[config.mk]
export PLATFORM = sky130hd
export DESIGN_NAME = seq_divider_flat
export DESIGN_NICKNAME = d
export VERILOG_FILES = /design/src/rtl/seq_divider_pkg.sv /design/src/rtl/seq_divider_if.sv /design/src/rtl/seq_divider_div_step.sv /design/src/rtl/seq_divider.sv /design/src/flat_wrapper.sv
export SDC_FILE = /design/constraint.sdc
export NUM_CORES = 1
export LEC_CHECK = 0
export CAP_MARGIN = 10
export CORE_UTILIZATION = 35
export CTS_BUF_LIST = sky130_fd_sc_hd__clkbuf_8
export CTS_CLUSTER_SIZE = 12
export DETAILED_ROUTE_END_ITERATION = 6
export MAX_ROUTING_LAYER = met4
export PLACE_DENSITY = 0.61
export SLEW_MARGIN = 5
export SYNTH_ARGS = -nofsm -noshare
export SYNTH_HDL_FRONTEND = slang
export SYNTH_SLANG_ARGS = --single-unit
export TNS_END_PERCENT = 100
[constraint.sdc]
create_clock -name clk -period 2.6 [get_ports clk]
set_clock_uncertainty 0.2 [all_clocks]
set_input_delay 0.52 -clock clk [delete_from_list [all_inputs] [get_ports clk]]
set_output_delay 0.52 -clock clk [all_outputs]
set_load 0.005 [all_outputs]
[src/rtl/seq_divider_pkg.sv]
// Shared types and helpers for the sequential restoring divider.
// Latency: n/a (declarations only).
// Backpressure: n/a.
package seq_divider_pkg;

    typedef enum logic [1:0] {
        IDLE = 2'd0,
        BUSY = 2'd1,
        DONE = 2'd2
    } div_state_t;

    // Iteration counter width: enough to hold 0..N-1 with one bit of headroom.
    function automatic int cnt_width(input int n);
        return $clog2(n) + 1;
    endfunction

endpackage

[src/rtl/seq_divider_if.sv]
// Start/ready/valid bundle between a divider client and the divider.
// Latency: n/a (wires only).
// Backpressure: client may only launch a division while ready is high.
interface seq_divider_if #(
    parameter int N = 5
);
    logic         start;
    logic [N-1:0] dividend;
    logic [N-1:0] divisor;
    logic         ready;
    logic         valid;
    logic [N-1:0] quotient;
    logic [N-1:0] remainder;
    logic         div_by_zero;

    modport master (
        output start, dividend, divisor,
        input  ready, valid, quotient, remainder, div_by_zero
    );

    modport slave (
        input  start, dividend, divisor,
        output ready, valid, quotient, remainder, div_by_zero
    );
endinterface

[src/rtl/seq_divider_div_step.sv]
// One restoring-division iteration: shift in the next dividend bit, trial-subtract.
// Latency: combinational.
// Backpressure: none.
module div_step #(
    parameter int N = 5
) (
    input  logic [N:0]   r_in,
    input  logic [N-1:0] q_in,
    input  logic [N-1:0] d,
    output logic [N:0]   r_out,
    output logic [N-1:0] q_out
);
    logic [N:0] rs;
    logic       ge;

    // Shift partial remainder left, pull in the dividend MSB, and restore on underflow.
    // r_in stays below d so r_in[N] is always clear; folding it into the
    // compare means a stray top bit can never be silently dropped.
    always_comb begin
        rs    = {r_in[N-1:0], q_in[N-1]};
        ge    = r_in[N] | (rs >= {1'b0, d});
        r_out = ge ? (rs - {1'b0, d}) : rs;
        q_out = {q_in[N-2:0], ge};
    end
endmodule

[src/rtl/seq_divider.sv]
// Unsigned sequential restoring divider, one quotient bit per clock.
// Latency: valid pulses N clocks after the accepting edge, independent of operands.
// Backpressure: ready is low while iterating; start is ignored until ready returns.
module seq_divider
    import seq_divider_pkg::*;
#(
    parameter int N = 5
) (
    input  logic         clk,
    input  logic         rst,
    seq_divider_if.slave bus
);
    localparam int CW = cnt_width(N);

    div_state_t   state_q, state_d;
    logic [CW-1:0] cnt_q, cnt_d;
    logic [N:0]   r_q, r_d;
    logic [N-1:0] q_q, q_d;
    logic [N-1:0] dv_q, dv_d;
    logic         dbz_pend_q, dbz_pend_d;
    logic [N-1:0] quot_q, quot_d;
    logic [N-1:0] rem_q, rem_d;
    logic         dbz_q, dbz_d;
    logic         valid_q, valid_d;

    logic [N:0]   step_r;
    logic [N-1:0] step_q;
    logic         accept;
    logic         last_iter;

    div_step #(.N(N)) u_step (
        .r_in  (r_q),
        .q_in  (q_q),
        .d     (dv_q),
        .r_out (step_r),
        .q_out (step_q)
    );

    assign accept    = (state_q != BUSY) && bus.start;
    assign last_iter = (cnt_q == CW'(N - 1));

    // Next-state, datapath loads and result capture.
    always_comb begin
        state_d    = state_q;
        cnt_d      = cnt_q;
        r_d        = r_q;
        q_d        = q_q;
        dv_d       = dv_q;
        dbz_pend_d = dbz_pend_q;
        quot_d     = quot_q;
        rem_d      = rem_q;
        dbz_d      = dbz_q;
        valid_d    = 1'b0;

        unique case (state_q)
            IDLE, DONE: begin
                if (accept) begin
                    state_d    = BUSY;
                    cnt_d      = '0;
                    r_d        = '0;
                    q_d        = bus.dividend;
                    dv_d       = bus.divisor;
                    dbz_pend_d = (bus.divisor == '0);
                end else begin
                    state_d = IDLE;
                end
            end
            BUSY: begin
                r_d   = step_r;
                q_d   = step_q;
                cnt_d = cnt_q + CW'(1);
                if (last_iter) begin
                    state_d = DONE;
                    quot_d  = step_q;
                    rem_d   = step_r[N-1:0];
                    dbz_d   = dbz_pend_q;
                    valid_d = 1'b1;
                end
            end
            default: state_d = IDLE;
        endcase
    end

    // State and datapath registers; reset aborts any division in flight.
    always_ff @(posedge clk) begin
        if (rst) begin
            state_q    <= IDLE;
            cnt_q      <= '0;
            r_q        <= '0;
            q_q        <= '0;
            dv_q       <= '0;
            dbz_pend_q <= 1'b0;
            quot_q     <= '0;
            rem_q      <= '0;
            dbz_q      <= 1'b0;
            valid_q    <= 1'b0;
        end else begin
            state_q    <= state_d;
            cnt_q      <= cnt_d;
            r_q        <= r_d;
            q_q        <= q_d;
            dv_q       <= dv_d;
            dbz_pend_q <= dbz_pend_d;
            quot_q     <= quot_d;
            rem_q      <= rem_d;
            dbz_q      <= dbz_d;
            valid_q    <= valid_d;
        end
    end

    assign bus.ready       = (state_q != BUSY);
    assign bus.valid       = valid_q;
    assign bus.quotient    = quot_q;
    assign bus.remainder   = rem_q;
    assign bus.div_by_zero = dbz_q;
endmodule

[src/flat_wrapper.sv]
// flat-port wrapper written by rule: the top's interface ports become plain ports
module seq_divider_flat import seq_divider_pkg::*;
#(
    parameter int N = 5
)
  (clk, rst, bus_start, bus_dividend, bus_divisor, bus_ready, bus_valid, bus_quotient, bus_remainder, bus_div_by_zero);
  seq_divider_if #(.N(N)) bus_i ();
  input  logic clk;
  input  logic rst;
  input wire logic [$bits(bus_i.start)-1:0] bus_start;
  input wire logic [$bits(bus_i.dividend)-1:0] bus_dividend;
  input wire logic [$bits(bus_i.divisor)-1:0] bus_divisor;
  output wire logic [$bits(bus_i.ready)-1:0] bus_ready;
  output wire logic [$bits(bus_i.valid)-1:0] bus_valid;
  output wire logic [$bits(bus_i.quotient)-1:0] bus_quotient;
  output wire logic [$bits(bus_i.remainder)-1:0] bus_remainder;
  output wire logic [$bits(bus_i.div_by_zero)-1:0] bus_div_by_zero;
  assign bus_i.start = bus_start;
  assign bus_i.dividend = bus_dividend;
  assign bus_i.divisor = bus_divisor;
  assign bus_ready = bus_i.ready;
  assign bus_valid = bus_i.valid;
  assign bus_quotient = bus_i.quotient;
  assign bus_remainder = bus_i.remainder;
  assign bus_div_by_zero = bus_i.div_by_zero;
  seq_divider #(.N(N)) u_core (.clk(clk), .rst(rst), .bus(bus_i));
endmodule
==> flow_metrics.py <==
metrics = {
    "synthesis": {
        "synth_area_sq_mm": 0.00155,
        "synth_top_area_cell": "dfxtp_1",
        "avgSynthCellArea_sq_um": 9.10,
        "synth_top_area_share_pct": 45.3,
        "syn_inst": 170,
        "synthDistinctLibCells": 35,
        "ys_top_cells_by_area": "dfxtp_1 (45%), a22o_1 (5.7%), ha_1 (5.7%)",
        "synthesis.nets": 191,
        "ys_warn_count": 0,
        "synth-seq-cells": 35,
        "yosysSeqAreaShare_pct": 45.3,
    },
    "clock_network": {
        "path_clk_slew_ns": 0.07,
        "htreeDepth": 2,
        "post_cts_buffers": 0,
        "clkLatencyLatePin_ns": 0.27,
        "cts_resized": 0,
        "clockBufferDepth": 2,
        "ctsRootBufferMaster": "clkbuf_8",
        "cts_hold_buf": 0,
        "clock-sinks": 35,
        "cts_tree": "yes",
        "numCtsBuffers": 5,
    },
    "global_route": {
        "met2_usage_pct": 26.0,
        "met3_usage_pct": 4.44,
        "grt_max_degree": 16,
        "met1_usage_pct": 20.4,
        "grt_usage_pct": 16.6,
        "antenna_found_initial": 0,
        "grt_pass1_vias": 1237,
        "grt_most_used_layer": "met2",
        "grt_overflow": 0,
        "grt_pass1_wl_mm": 5.54,
    },
    "cells_and_area": {
        "nNetsFinal": 219,
        "antenna_cells": 0,
        "drive_gt1_share_pct": 10.1,
        "syn_to_final_growth_pct": 25.0,
        "final.fill_count": 398,
    },
    "power_and_ir_drop": {
        "power_frac_seq_pct": 48.7,
        "pwr-share-comb_pct": 20.1,
        "power.switching_mw": 0.338,
        "p_sw_share_pct": 28.5,
        "leakage_nw": 0.754,
        "peakVddDrop_mv": 0.343,
        "pwr-share-clk_pct": 31.2,
        "p_per_area_mw_per_mm2": 613,
        "intPower_mw": 0.847,
    },
    "detailed_routing": {
        "wl_per_cell_um": 13.4,
        "num_vias": 1259,
        "drtAntennaViolNets": 0,
        "first_pass_iters": 5,
        "finalWirelength_mm": 3.33,
        "vias_per_cell": 5.06,
        "drt-initial-drc-count": 74,
        "drcViolationCount": 0,
    },
    "timing": {
        "holdWs_ns": 0.258,
        "hold_viol_final": 0,
        "tightest_slew_ns": 0.729,
        "max_freq_ghz": 0.416,
        "report.final.setup_viol": 0,
        "fin_crit_ns": 2.41,
        "finalCritPeriodShare_pct": 92.5,
        "tns_ns": 0,
        "rsz0062_at_grt": "false",
        "drv_slew": 0,
        "timing.slew.headroom_pct": 51.0,
    },
    "worst_setup_path": {
        "worstSetupEndpointType": "flip-flop",
        "critical_path_class": "flip-flop to flip-flop",
        "startpoint": "u_core.q_q[4]$_SDFFE_PP0P_",
        "worstPathArrival_ns": 2.42,
        "rr_startpoint": "u_core.q_q[4]$_SDFFE_PP0P_",
        "cp_max_fo": 2,
        "required_ns": 2.62,
        "setup.worst_path.start_class": "flip-flop",
    },
    "worst_hold_path": {
        "hp-class": "flip-flop to flip-flop",
        "min-delay-start": "u_core.dv_q[0]$_SDFFE_PP0P_",
    },
    "floorplan": {
        "rows": 23,
        "chipHeight_um": 68.5,
        "io_pins": 26,
        "initial_core_util_pct": 37.6,
        "core_sq_mm": 0.00412,
        "dieArea_sq_mm": 0.00469,
        "die_x_um": 68.5,
    },
    "place": {
        "gp_congestion": 0.766,
        "dp_hpwl_mm": 2.58,
        "numPortBuffers": 25,
    },
    "run": {
        "drv_cap": 0,
    },
    "outcome": {
        "outcome": "complete, no violations",
    },
}
## worst paths after layout
kind / end / slack (ns) / cells after the start
min: u_core.dv_q[0]$_SDFFE_PP0P_ / 0.26 / 2
max: u_core.r_q[4]$_SDFFE_PP0P_ / 0.19 / 9
max reg2reg: u_core.r_q[4]$_SDFFE_PP0P_ / 0.19 / 9
min reg2reg: u_core.dv_q[0]$_SDFFE_PP0P_ / 0.26 / 2
## area by class of cell
type / instances / area, sq um / area share [%]
well taps: 50 / 62.6 / 3.23
repair buffers: 27 / 265 / 13.7
flip-flops and latches: 35 / 701 / 36.2
clock buffers: 5 / 68.8 / 3.56
inverters: 12 / 45.0 / 2.33
multi-input cells: 117 / 777 / 40.2
clock inverters: 3 / 15.0 / 0.776
## metrics by stage
step                instances  util, %  worst slack [ns]  cell area [sq um]  power [mW]
CTS                       249     47.0             0.181               1930        1.20
finish                    249     47.0             0.194               1930        1.19
global route              249     47.0            0.0629               1930        1.25
detailed placement        241     45.0             0.218               1850       0.826
floorplan                 170        -             0.443               1550       0.761
global placement          241     45.0             0.242               1850       0.823
## metal layers
| metal | routed length, um | vias to the layer above |
|---|---|---|
| li1 | - | 646 |
| met1 | 1600 | 596 |
| met2 | 1630 | 15 |
| met3 | 81 | 2 |
| met4 | 27 | 0 |
| met5 | 0 | - |
## cells in the mapped netlist (all sizes together)
master  count
a21o        1
a21oi      18
a22o       10
a22oi       6
a31o        1
a31oi       1
a32oi       1
and4b       1
buf         2
clkbuf      4
clkinv      1
dfxtp      35
fa          1
ha          7
inv        11
mux2        1
mux2i       4
nand2      23
nand2b      4
nand3       1
nand4       2
nor2       12
nor2b       2
nor3        6
nor4        1
o21ai       9
or2         1
or4         1
xnor2       1
xor2        2
## registers in the layout (all words and copies together) (netlist names)
name,count
u_core.bus.remainder,5
u_core.state_q,2
u_core.cnt_q,4
u_core.bus.div_by_zero,1
u_core.bus.valid,1
u_core.dbz_pend_q,1
u_core.q_q,5
u_core.r_q,6
u_core.bus.quotient,5
u_core.dv_q,5
## layout by cell type (no fill, tap or decap), types with 6 or more instances in the layout
master	synthesis	routed
nor2_1	12	12
o21ai_0	9	9
dfxtp_1	35	35
a21oi_1	17	17
clkdlybuf4s50_1	0	25
a22oi_1	6	6
nand2_1	23	23
ha_1	7	7
a22o_1	10	10
inv_1	11	11
## critical path, cell delays in order, from the launching register on
cell	delay (ns)
dfxtp_1	0.32
inv_1	0.07
ha_1	0.16
inv_1	0.05
fa_1	0.40
a21o_1	0.18
a21oi_2	0.21
mux2_2	0.36
a21oi_1	0.21
a22o_1	0.18
## power by group through the flow
stage | Combinational, mW | Sequential [mW] | Clock, mW
floorplan | 0.176 | 0.584 | 0
global placement | 0.234 | 0.588 | 0
detailed placement | 0.237 | 0.589 | 0
CTS | 0.239 | 0.577 | 0.382
global route | 0.265 | 0.580 | 0.403
finish | 0.238 | 0.577 | 0.370
## kinds of logic (layout without fill, tap and decap cells)
logic type / Yosys count / count (layout) / synth area share [%]
and+or+nand+nor: 54 / 54 / 17.7
xor gates and xnor gates: 3 / 3 / 1.70
AOI/OAI and AO/OA: 47 / 47 / 20.5
DFF: 35 / 35 / 45.3
muxes: 5 / 5 / 3.31
buffers and inverters: 18 / 47 / 4.53
adders and majority gates: 8 / 8 / 6.95
No activity file was read; power rests on OpenSTA's default activity.
